<file path="src/rtl/i2c_loader.sv">
// Arbitrates the single memory port between the CPU and an I2C-driven firmware loader,
// and turns halt/reset/execute command pulses into a held CPU reset and a memory gate.
module i2c_loader #(
  parameter int AW          = 16,
  parameter int RST_CYCLES  = 16,
  parameter bit BOOT_HALTED = 1'b1
) (
  input  logic          clk,
  input  logic          reset,
  input  logic          cmd_halt,
  input  logic          cmd_reset,
  input  logic          cmd_execute,
  input  logic          wr_stb,
  input  logic [7:0]    wr_data,
  output logic [7:0]    status,
  output logic          cpu_rst,
  input  logic          cpu_mem_valid,
  input  logic          cpu_mem_we,
  input  logic [AW-1:0] cpu_mem_addr,
  input  logic [7:0]    cpu_mem_wdata,
  output logic          cpu_mem_ready,
  output logic [7:0]    cpu_mem_rdata,
  output logic          mem_valid,
  output logic          mem_we,
  output logic [AW-1:0] mem_addr,
  output logic [7:0]    mem_wdata,
  input  logic          mem_ready,
  input  logic [7:0]    mem_rdata
);

  localparam int CW = $clog2(RST_CYCLES + 1);

  typedef enum logic [2:0] {
    RUN,
    DRAIN,
    HALT,
    WRITE,
    RST
  } state_t;

  state_t        state_q, state_d;
  logic [CW-1:0] cnt_q, cnt_d;
  logic [AW-1:0] ptr_q, ptr_d;
  logic [1:0]    idx_q, idx_d;
  logic          ovr_q, ovr_d;
  logic [7:0]    data_q, data_d;
  logic [7:0]    status_q, status_d;

  always_ff @(posedge clk) begin
    if (reset) begin
      state_q  <= BOOT_HALTED ? HALT : RST;
      cnt_q    <= CW'(RST_CYCLES);
      ptr_q    <= '0;
      idx_q    <= 2'd0;
      ovr_q    <= 1'b0;
      data_q   <= 8'h00;
      status_q <= 8'h20;
    end else begin
      state_q  <= state_d;
      cnt_q    <= cnt_d;
      ptr_q    <= ptr_d;
      idx_q    <= idx_d;
      ovr_q    <= ovr_d;
      data_q   <= data_d;
      status_q <= status_d;
    end
  end

  always_comb begin
    state_d = state_q;
    cnt_d   = cnt_q;
    ptr_d   = ptr_q;
    idx_d   = idx_q;
    ovr_d   = ovr_q;
    data_d  = data_q;

    case (state_q)
      RUN: begin
        if (cmd_halt) begin
          state_d = DRAIN;
        end else if (cmd_reset || cmd_execute) begin
          state_d = RST;
          cnt_d   = CW'(RST_CYCLES);
        end
      end
      DRAIN: begin
        // Never cut a CPU transfer mid-handshake.
        if (!(cpu_mem_valid && !mem_ready)) begin
          state_d = HALT;
        end
      end
      HALT: begin
        if (cmd_halt) begin
          idx_d = 2'd0;
          ovr_d = 1'b0;
        end else if (cmd_reset || cmd_execute) begin
          state_d = RST;
          cnt_d   = CW'(RST_CYCLES);
          idx_d   = 2'd0;
        end else if (wr_stb) begin
          case (idx_q)
            2'd0:    ptr_d[AW-1:8] = (AW-8)'(wr_data);
            2'd1:    ptr_d[7:0]    = wr_data;
            default: begin
              data_d  = wr_data;
              state_d = WRITE;
            end
          endcase
          if (idx_q != 2'd2) begin
            idx_d = idx_q + 2'd1;
          end
        end
      end
      WRITE: begin
        if (wr_stb) begin
          ovr_d = 1'b1;
        end
        if (mem_ready) begin
          ptr_d   = ptr_q + AW'(1);
          state_d = HALT;
        end
      end
      RST: begin
        if (cnt_q <= CW'(1)) begin
          state_d = RUN;
        end else begin
          cnt_d = cnt_q - CW'(1);
        end
      end
      default: state_d = HALT;
    endcase

    status_d = {(state_q == HALT) || (state_q == WRITE), state_q == WRITE,
                state_q == RST, ovr_q, 4'b0000};
  end

  always_comb begin
    mem_valid     = 1'b0;
    mem_we        = 1'b0;
    mem_addr      = '0;
    mem_wdata     = 8'h00;
    cpu_mem_ready = 1'b0;
    cpu_mem_rdata = mem_rdata;
    cpu_rst       = reset || (state_q == RST);
    status        = reset ? 8'h20 : status_q;

    if (!reset) begin
      case (state_q)
        RUN, DRAIN: begin
          mem_valid     = cpu_mem_valid;
          mem_we        = cpu_mem_we;
          mem_addr      = cpu_mem_addr;
          mem_wdata     = cpu_mem_wdata;
          cpu_mem_ready = mem_ready;
        end
        WRITE: begin
          mem_valid = 1'b1;
          mem_we    = 1'b1;
          mem_addr  = ptr_q;
          mem_wdata = data_q;
        end
        default: ;
      endcase
    end
  end

endmodule

</file>
<file path="config.mk">
export PLATFORM = sky130hd
export DESIGN_NAME = i2c_loader
export DESIGN_NICKNAME = d
export VERILOG_FILES = /design/src/rtl/i2c_loader.sv
export SDC_FILE = /design/constraint.sdc
export NUM_CORES = 1
export LEC_CHECK = 0
export BUFFER_PORTS_ARGS = -buffer_cell sky130_fd_sc_hd__buf_2
export CORE_MARGIN = 1.5
export CORE_UTILIZATION = 30
export DETAILED_ROUTE_END_ITERATION = 8
export SYNTH_ARGS = -nofsm -noshare
export SYNTH_HDL_FRONTEND = slang
export SYNTH_SLANG_ARGS = --single-unit
</file>
<file path="constraint.sdc">
create_clock -name clk -period 1.7 [get_ports clk]
set_input_delay 0.255 -clock clk [delete_from_list [all_inputs] [get_ports clk]]
set_output_delay 0.255 -clock clk [all_outputs]
set_load 0.05 [all_outputs]
</file>
## Word level (Yosys, flattened, before mapping)

Index checks and enable logic that the tools add are counted.

- Word-level logic and storage cells: 98
- Register bits: 43
- Input bits: 49

- Eq/ne operators: 22
- Reductions and logical operators: 21
- Muxes and demuxes: 39
- $add $sub $neg: 3
- $lt $le $gt $ge: 1
- Bitwise logic cells: 3

Operator list:

| kind | number |
|---|---|
| 16-bit 2-to-1 mux | 5 |
| 16-bit one-hot mux with 2 select lines | 2 |
| 8-bit 2-to-1 mux | 4 |
| 3-bit 2-to-1 mux | 9 |
| 2-bit != test, second input constant | 10 |
| 16-bit by 1-bit adder with 16-bit output, second input constant | 1 |
| 8-bit one-hot mux with 2 select lines | 1 |
| 5-bit 2-to-1 mux | 3 |
| 3-bit one-hot mux with 5 select lines | 1 |
| 6-bit AND reduction | 2 |
| 5-bit one-hot mux with 2 select lines | 1 |
| 3-bit != test, second input constant | 3 |
| 2-bit 2-to-1 mux | 4 |
| 2-bit by 1-bit != test with 1-bit output, second input constant | 4 |
| 7-bit AND reduction | 1 |
| 3-bit by 2-bit == test with 1-bit output, second input constant | 2 |
| 1-bit 2-to-1 mux | 6 |
| 1-bit one-hot mux with 2 select lines | 3 |
| 3-bit AND reduction | 2 |
| 3-bit nonzero test | 2 |
| 2-bit OR reduction | 3 |
| 5-bit by 1-bit less-or-equal comparator with 1-bit output, second input constant | 1 |
| 5-bit AND reduction | 1 |
| 5-bit by 1-bit subtractor with 5-bit output, second input constant | 1 |
| 12 further kinds | 17 |

## Longest topological paths before layout

Gate-level depths: netlist of run 1.

- Word-level depth: 7
- Depth in mapped cells: 8

## Worst setup path after synthesis of run 1

OpenSTA, ideal clock, no wires.

- Path type: register to output
- From: register state_q[2]
- To: output port cpu_mem_ready
- Arrival time: 2.181 ns
- Slack: -0.736 ns
- Buffers on the path: 1
- Stages on the path, launching flop included: 3
- Cell sequence: dfxtp_1 > clkbuf_1 > nor4b_1

- Word-level cells in the longest chain between the ends: 4
- Elaborated cells between the ends (all ways): 5
- Those cells by class: eq/ne: 1; mux: 2; reduce/logical: 2

RTL lines:

| what | RTL line | source |
|---|---|---|
| from (decl) | 41 | `state_t state_q, state_d;` |
| from (signal assigned) | 51 | `state_q <= BOOT_HALTED ? HALT : RST;` |
| from (signal assigned) | 59 | `state_q <= state_d;` |
| 3-bit by 1-bit == test with 1-bit output or 3-bit logical NOT (tied branches) | 148 | `case (state_q)` |
| 2-bit OR reduction * | 148 |  |
| 1-bit 2-to-1 mux * | 148 |  |
| 1-bit 2-to-1 mux * | 147 | `if (!reset) begin` |
| to (decl) | 21 | `output logic cpu_mem_ready,` |

Every way passes the cells marked *; elsewhere a longest branch is shown, timed or not.

## Final worst setup path of run 1

- From: register state_q[1]
- To: output port mem_addr[11]

- Word-level cells in the longest chain between the ends: 4
- Elaborated cells between the ends (all ways): 6
- Those cells by class: eq/ne: 2; mux: 2; reduce/logical: 2

RTL lines:

| what | RTL line | source |
|---|---|---|
| 3-bit by 1-bit == test with 1-bit output or 3-bit logical NOT (tied branches) | 148 |  |
| 2-bit OR reduction | 148 |  |
| 16-bit one-hot mux with 2 select lines * | 148 |  |
| 16-bit 2-to-1 mux * | 147 |  |
| to (decl) | 25 | `output logic [AW-1:0] mem_addr,` |

Marked as above.

==> results of run 1 <==
-- power by group through the flow --
stage / clock, mW / sequential (mW) / combinational (mW)
floorplan: 0 / 1.05 / 1.21
global placement: 0 / 1.07 / 1.66
detailed placement: 0 / 1.07 / 1.68
CTS: 0.847 / 1.05 / 1.80
global route: 0.879 / 1.07 / 2.21
finish: 0.826 / 1.06 / 2.07
-- through the flow --
| step | TNS [ns] | setup WS [ns] | util |
|---|---|---|---|
| global placement | -1.79 | -0.193 | 0.425 |
| floorplan | 0 | 0.0124 | - |
| CTS | -3.61 | -0.165 | 0.461 |
| detailed placement | -2.51 | -0.200 | 0.425 |
| finish | -2.82 | -0.178 | 0.505 |
| global route | -4.67 | -0.233 | 0.505 |
-- registers in the layout (all words and copies together) (netlist names) --
| signal | flops |
|---|---|
| ptr_q | 16 |
| data_q | 8 |
| cnt_q | 5 |
| status_q | 4 |
| state_q | 3 |
| idx_q | 2 |
| ovr_q | 1 |
-- per-layer routing --
metal | track usage | part of all wire
met1 | 0.229 | 0.47
met2 | 0.285 | 0.47
met3 | 0.0284 | 0.047
met4 | 0.0604 | 0.014
met5 | 0 | 0
-- area by class of cell --
| cell class | instances | share of cell area |
|---|---|---|
| Tap cell | 105 | 0.0312 |
| Clock inverter | 2 | 0.00832 |
| Timing Repair Buffer | 127 | 0.258 |
| Inverter | 6 | 0.00535 |
| Sequential cell | 39 | 0.189 |
| Multi-Input combinational cell | 272 | 0.489 |
| Clock buffer | 6 | 0.0196 |
-- cells in the mapped netlist, drive strengths merged, types with 6 or more instances --
cell type	n
nor2	65
dfxtp	39
a21oi	24
a22oi	24
nand2	21
o21ai	21
buf	17
clkbuf	17
mux2i	14
nand3	12
nand2b	7
nor3	7
a31oi	6
ha	6
inv	6
-- final timing paths --
path / start / endpoint / slack [ns] / cells after the start
max reg2reg: state_q[0] / ptr_q[15] / 0 / 6
max: state_q[1] / mem_addr[11] / -0.18 / 5
min reg2reg: ovr_q / status_q[4] / 0.50 / 1
min: wr_data[3] / data_q[3] / 0.22 / 3
-- logic make-up after synthesis --
group	count (synthesis)
other	1
AND/OR/NAND/NOR	155
buffers and inverters	40
adder cells (fa/ha/maj)	6
multiplexers	14
flip-flops	39
AO/OA/AOI/OAI	93
-- worst max-delay path: cells and delay by family (launching register included) --
kind                   cells  cell delay [ns]
AND/OR/NAND/NOR            2             0.33
flip-flops                 1             0.36
AO/OA/AOI/OAI              1             0.27
buffers and inverters      2             0.36
-- repair_timing --
| action | 4_1_cts | 5_1_grt |
|---|---|---|
| pin swaps | 2 | 26 |
| resized for setup | 57 | 71 |
| setup endpoints to repair | 36 | 44 |
| buffers inserted | 1 | 5 |
| cloned | 0 | 2 |
==> impl_metrics.tcl, run 1 <==
set metrics [dict create \
    clkPwrFrac 0.209 \
    netlist_area_um2 2610 \
    synthAdderAreaFrac 0.0287 \
    syn_area_per_cell_um2 7.51 \
    setup_violations 28 \
    violations "setup timing" \
    layout.cells.non_filler 557 \
    internal-power_mw 2.33 \
    yosys_warnings 0 \
    n_fill_cell 802 \
    dieHeight_um 96.3 \
    grt_pass1_vias 2659 \
    grt_overflow 0 \
    grt_first_pass_wirelength_um 12600 \
    portBuffers 72 \
    critical_path_required_ns 1.44 \
    final_common_cell "buf_4" \
    syn2layout_area_growth_pct 61.2 \
    viasPerCell 5.19 \
    path_cells "and3b_2 > buf_12 > a22oi_1 > nor2_4 > buf_4" \
    status "complete, but fails checks" \
    hold_class "input port to register" \
    yosysSeqAreaShare 0.299 \
    drc 0 \
    placed_cells 541 \
    final_max_slew_viol_count 0 \
    cts_sinks 39 \
    p_leak_nw 1.64 \
    clkTransAtPathRegs_ns 0.08 \
    io_pins 93 \
    clk_path_buf_depth 2 \
    ctsHtreeMaxLevel 2 \
    synth_top_cell_by_area "dfxtp_1" \
    crit_path_max_fanout 13 \
    cts_tree "yes" \
    synthXorXnorAreaFrac 0 \
    fin_worst_skew_ns 0.00815 \
    ys_async_sr_fraction 0 \
    drtIter0Drc 138 \
    nets 506 \
    power_switching_mw 1.63 \
    vdd_drop_max_uv 435 \
    switching_share 0.412 \
    insertion_delay_ns 0.30 \
    routedWlPerCell_um 15.1 \
    multi_input_area_um2 2060 \
    max_cap_violations 0 \
    hold-worst-slack_ns 0.224 \
    end_kind "primary output" \
    synth_flop_cell "dfxtp_1" \
    first_pass_iters 4 \
    numCtsBuffers 5 \
    final.period_utilization 1.10 \
    period_needed_ns 1.88 \
    gp_congestion 0.874 \
    synth_top_family_by_area "simple AND/OR/NAND/NOR gates" \
    power_mw 3.96 \
    netlist.area_leader.share 0.299 \
    ctsHoldBuffers 0 \
    start_util 0.313 \
    postPlaceCellArea_um2 3550 \
    final_layout_size_suffix_gt1_frac 0.500 \
    path_class "register to primary output" \
    grt_usage 0.174 \
    synth-compound-area-share 0.238 \
    rows 33 \
    slowest_delay_ns 0.36 \
    fmax_mhz 533 \
    core_um2 8340 \
    synthMuxAreaShare 0.0536 \
    rsz0062_at_grt "yes" \
    syn_inst 348 \
    register_area_um2 796 \
    critPathArrivalTime_ns 1.62 \
    crit_path_top_delay_cell "dfxtp_4" \
    synth-edff-count 0 \
    drtAntennaViolNets 0 \
    clockRootBuffer "clkbuf_8" \
    hold_violations 0 \
    synth-seq-cells 39 \
    synthDistinctLibCells 48 \
    wl_um 8410 \
    ys_top_cells_by_area "dfxtp_1 (30%), nor2_1 (8.9%), a22oi_1 (6.9%), mux2i_1 (5.4%), a21oi_1 (4.6%)" \
    power.density_nw_per_um2 940 \
    dp_hpwl_um 5860 \
    pwr-share-comb 0.523 \
    grt_max_degree 34 \
    grt_antenna_before_repair 0 \
    finalInstanceArea_um2 4210 \
    pwr-share-seq 0.268 \
    die_area_um2 9280 \
    startpoint_type "register" \
    die_w_um 96.3 \
    num_vias 2892 \
    layout_setup_ws_ns -0.178 \
    final_cell_mix "buf_4 (47), buf_2 (44), nor2_1 (36)" \
    yosys.area_share.simple 0.301 \
    diodes 0 \
]
No activity file was read; power rests on OpenSTA's default activity.
==> inputs of run 2 (changes only) <==
--- a/config.mk
+++ b/config.mk
@@ -9,6 +9,7 @@
 export CORE_MARGIN = 1.5
 export CORE_UTILIZATION = 30
 export DETAILED_ROUTE_END_ITERATION = 8
+export MAX_ROUTING_LAYER = met4
 export SYNTH_ARGS = -nofsm -noshare
 export SYNTH_HDL_FRONTEND = slang
 export SYNTH_SLANG_ARGS = --single-unit
==> constraint.sdc (replaced) <==
create_clock -name clk -period 1.6 [get_ports clk]
set_input_delay 0.24 -clock clk [delete_from_list [all_inputs] [get_ports clk]]
set_output_delay 0.24 -clock clk [all_outputs]
set_load 0.05 [all_outputs]
==> run 2 against run 1 <==
Net effect:
- the flow still finishes with violations (setup timing)
- register-to-register slack got worse by 0.07 ns
- largest cell class unchanged
- sequential share of layout area down 0.68 points
- critical path type unchanged
- global-route usage is 1.9 points higher
- worst hold slack worse by 0.011 ns
- non-clock buffer count up 15
- clock power is 17% lower
- first-iteration DRC count fell by 12%
- combinational power rose by 16%
- routed wire length grew 3.6%
- utilization increased by 2.8 points
==> impl_metrics.tcl, run 2 (synthesis gave the netlist of run 1 again) <==
set metrics [dict create \
    final_max_slew_viol_count 0 \
    finalInstanceArea_um2 4440 \
    fin_worst_skew_ns 0.00729 \
    die_area_um2 9280 \
    grt_pass1_vias 2762 \
    critical_path_required_ns 1.36 \
    layout_setup_ws_ns -0.233 \
    setup_tns_ns -5.09 \
    ctsHoldBuffers 0 \
    register_area_um2 810 \
    grt_antenna_before_repair 0 \
    max_cap_violations 0 \
    dp_worst_setup_slack_ns -0.266 \
    power.density_nw_per_um2 948 \
    rr_worst_depth 6 \
    syn2layout_area_growth_pct 70.0 \
    num_vias 3013 \
    end_kind "primary output" \
    start_util 0.313 \
    p_leak_nw 1.73 \
    wl_um 8710 \
    final_common_cell "buf_4" \
    portBuffers 72 \
    grt_overflow 0 \
    grt_first_pass_wirelength_um 13300 \
    core_um2 8340 \
    final.period_utilization 1.15 \
    final_layout_size_suffix_gt1_frac 0.536 \
    ctsHtreeMaxLevel 2 \
    vdd_drop_max_uv 417 \
    worst_hold_path.num_cells 3 \
    nets 522 \
    insertion_delay_ns 0.29 \
    reg_top3 "ptr_q x16, data_q x8, cnt_q x5" \
    multi_input_area_um2 2130 \
    period_needed_ns 1.83 \
    final_cell_mix "buf_4 (52), buf_2 (44), nor2_1 (36)" \
    cts_sinks 39 \
    hold_class "input port to register" \
    status "complete, but fails checks" \
    path_class "register to primary output" \
    dieHeight_um 96.3 \
    gp_congestion 0.859 \
    largest_reg_flops 16 \
    fmax_mhz 545 \
    grt_usage 0.192 \
    clk_path_buf_depth 2 \
    violations "setup timing" \
    postPlaceCellArea_um2 3670 \
    n_fill_cell 765 \
    setup_violations 30 \
    rsz0062_at_grt "yes" \
    clockRootBuffer "clkbuf_8" \
    routedWlPerCell_um 15.2 \
    postLayoutCoreUtil 0.533 \
    critPathArrivalTime_ns 1.59 \
    first_pass_iters 5 \
    crit_path_max_fanout 7 \
    hold_violations 0 \
    viasPerCell 5.26 \
    power_mw 4.21 \
    regMostFlops "ptr_q" \
    startpoint_type "register" \
    cts_tree "yes" \
    dp_hpwl_um 6010 \
    clkTransAtPathRegs_ns 0.08 \
    grt_max_degree 34 \
    die_w_um 96.3 \
    diodes 0 \
    rows 33 \
    drc 0 \
    drtAntennaViolNets 0 \
    io_pins 93 \
    numCtsBuffers 5 \
    drtIter0Drc 122 \
]
-- run 2: changes by cell type in the layout (fill, tap and decap cells not counted), sizes merged --
cell / previous run / this run
buf: 125 / 142
bufinv: 1 / 0
clkbuf: 8 / 6
nor2: 65 / 66
clkinvlp: 0 / 1
-- run 2: worst paths after layout --
path	from	endpoint	slack (ns)
worst min register to register	ovr_q	status_q[4]	0.49
worst max-delay path	state_q[2]	mem_wdata[6]	-0.23
worst max register to register	state_q[0]	ptr_q[9]	-0.07
worst min-delay path	wr_data[2]	data_q[2]	0.21
-- run 2: layout make-up --
type / instances / share of cell area
multi-input combinational: 273 / 0.480
timing repair buffer: 142 / 0.284
sequential: 39 / 0.182
tap: 105 / 0.0296
clock buffer: 6 / 0.0163
inverter: 6 / 0.00507
clock inverter: 2 / 0.00282
-- run 2: power by group --
group          switching (mW)  internal [mW]  total, mW  leakage, nW
logic                    1.37           1.03       2.40         1.37
registers              0.0708           1.05       1.12        0.323
clock network           0.381          0.306      0.686       0.0412
-- run 2: worst max-delay path: stages, from the launching register on --
cell	delay, ns
dfxtp_4	0.36
and3b_4	0.39
buf_6	0.16
a22oi_2	0.10
nor2_4	0.13
buf_8	0.15
-- run 2: repair_timing --
action / CTS / global route
gates cloned: 3 / 1
setup buffers: 8 / 0
pin swaps: 42 / 24
gates resized for setup: 117 / 59
endpoints found under the setup margin: 50 / 54
-- run 2: metrics by stage --
step / std cells / hold WS [ns]
floorplan: 351 / 0.384
global placement: 556 / 0.480
detailed placement: 556 / 0.480
CTS: 575 / 0.206
global route: 573 / 0.222
finish: 573 / 0.213
-- run 2: routing by layer --
metal | up-vias | share of wire | track usage
met5 | - | 0 | -
met4 | 0 | 0.0083 | 0.0411
met3 | 10 | 0.036 | 0.0245
met2 | 80 | 0.50 | 0.336
met1 | 1453 | 0.45 | 0.237
li1 | 1470 | - | -
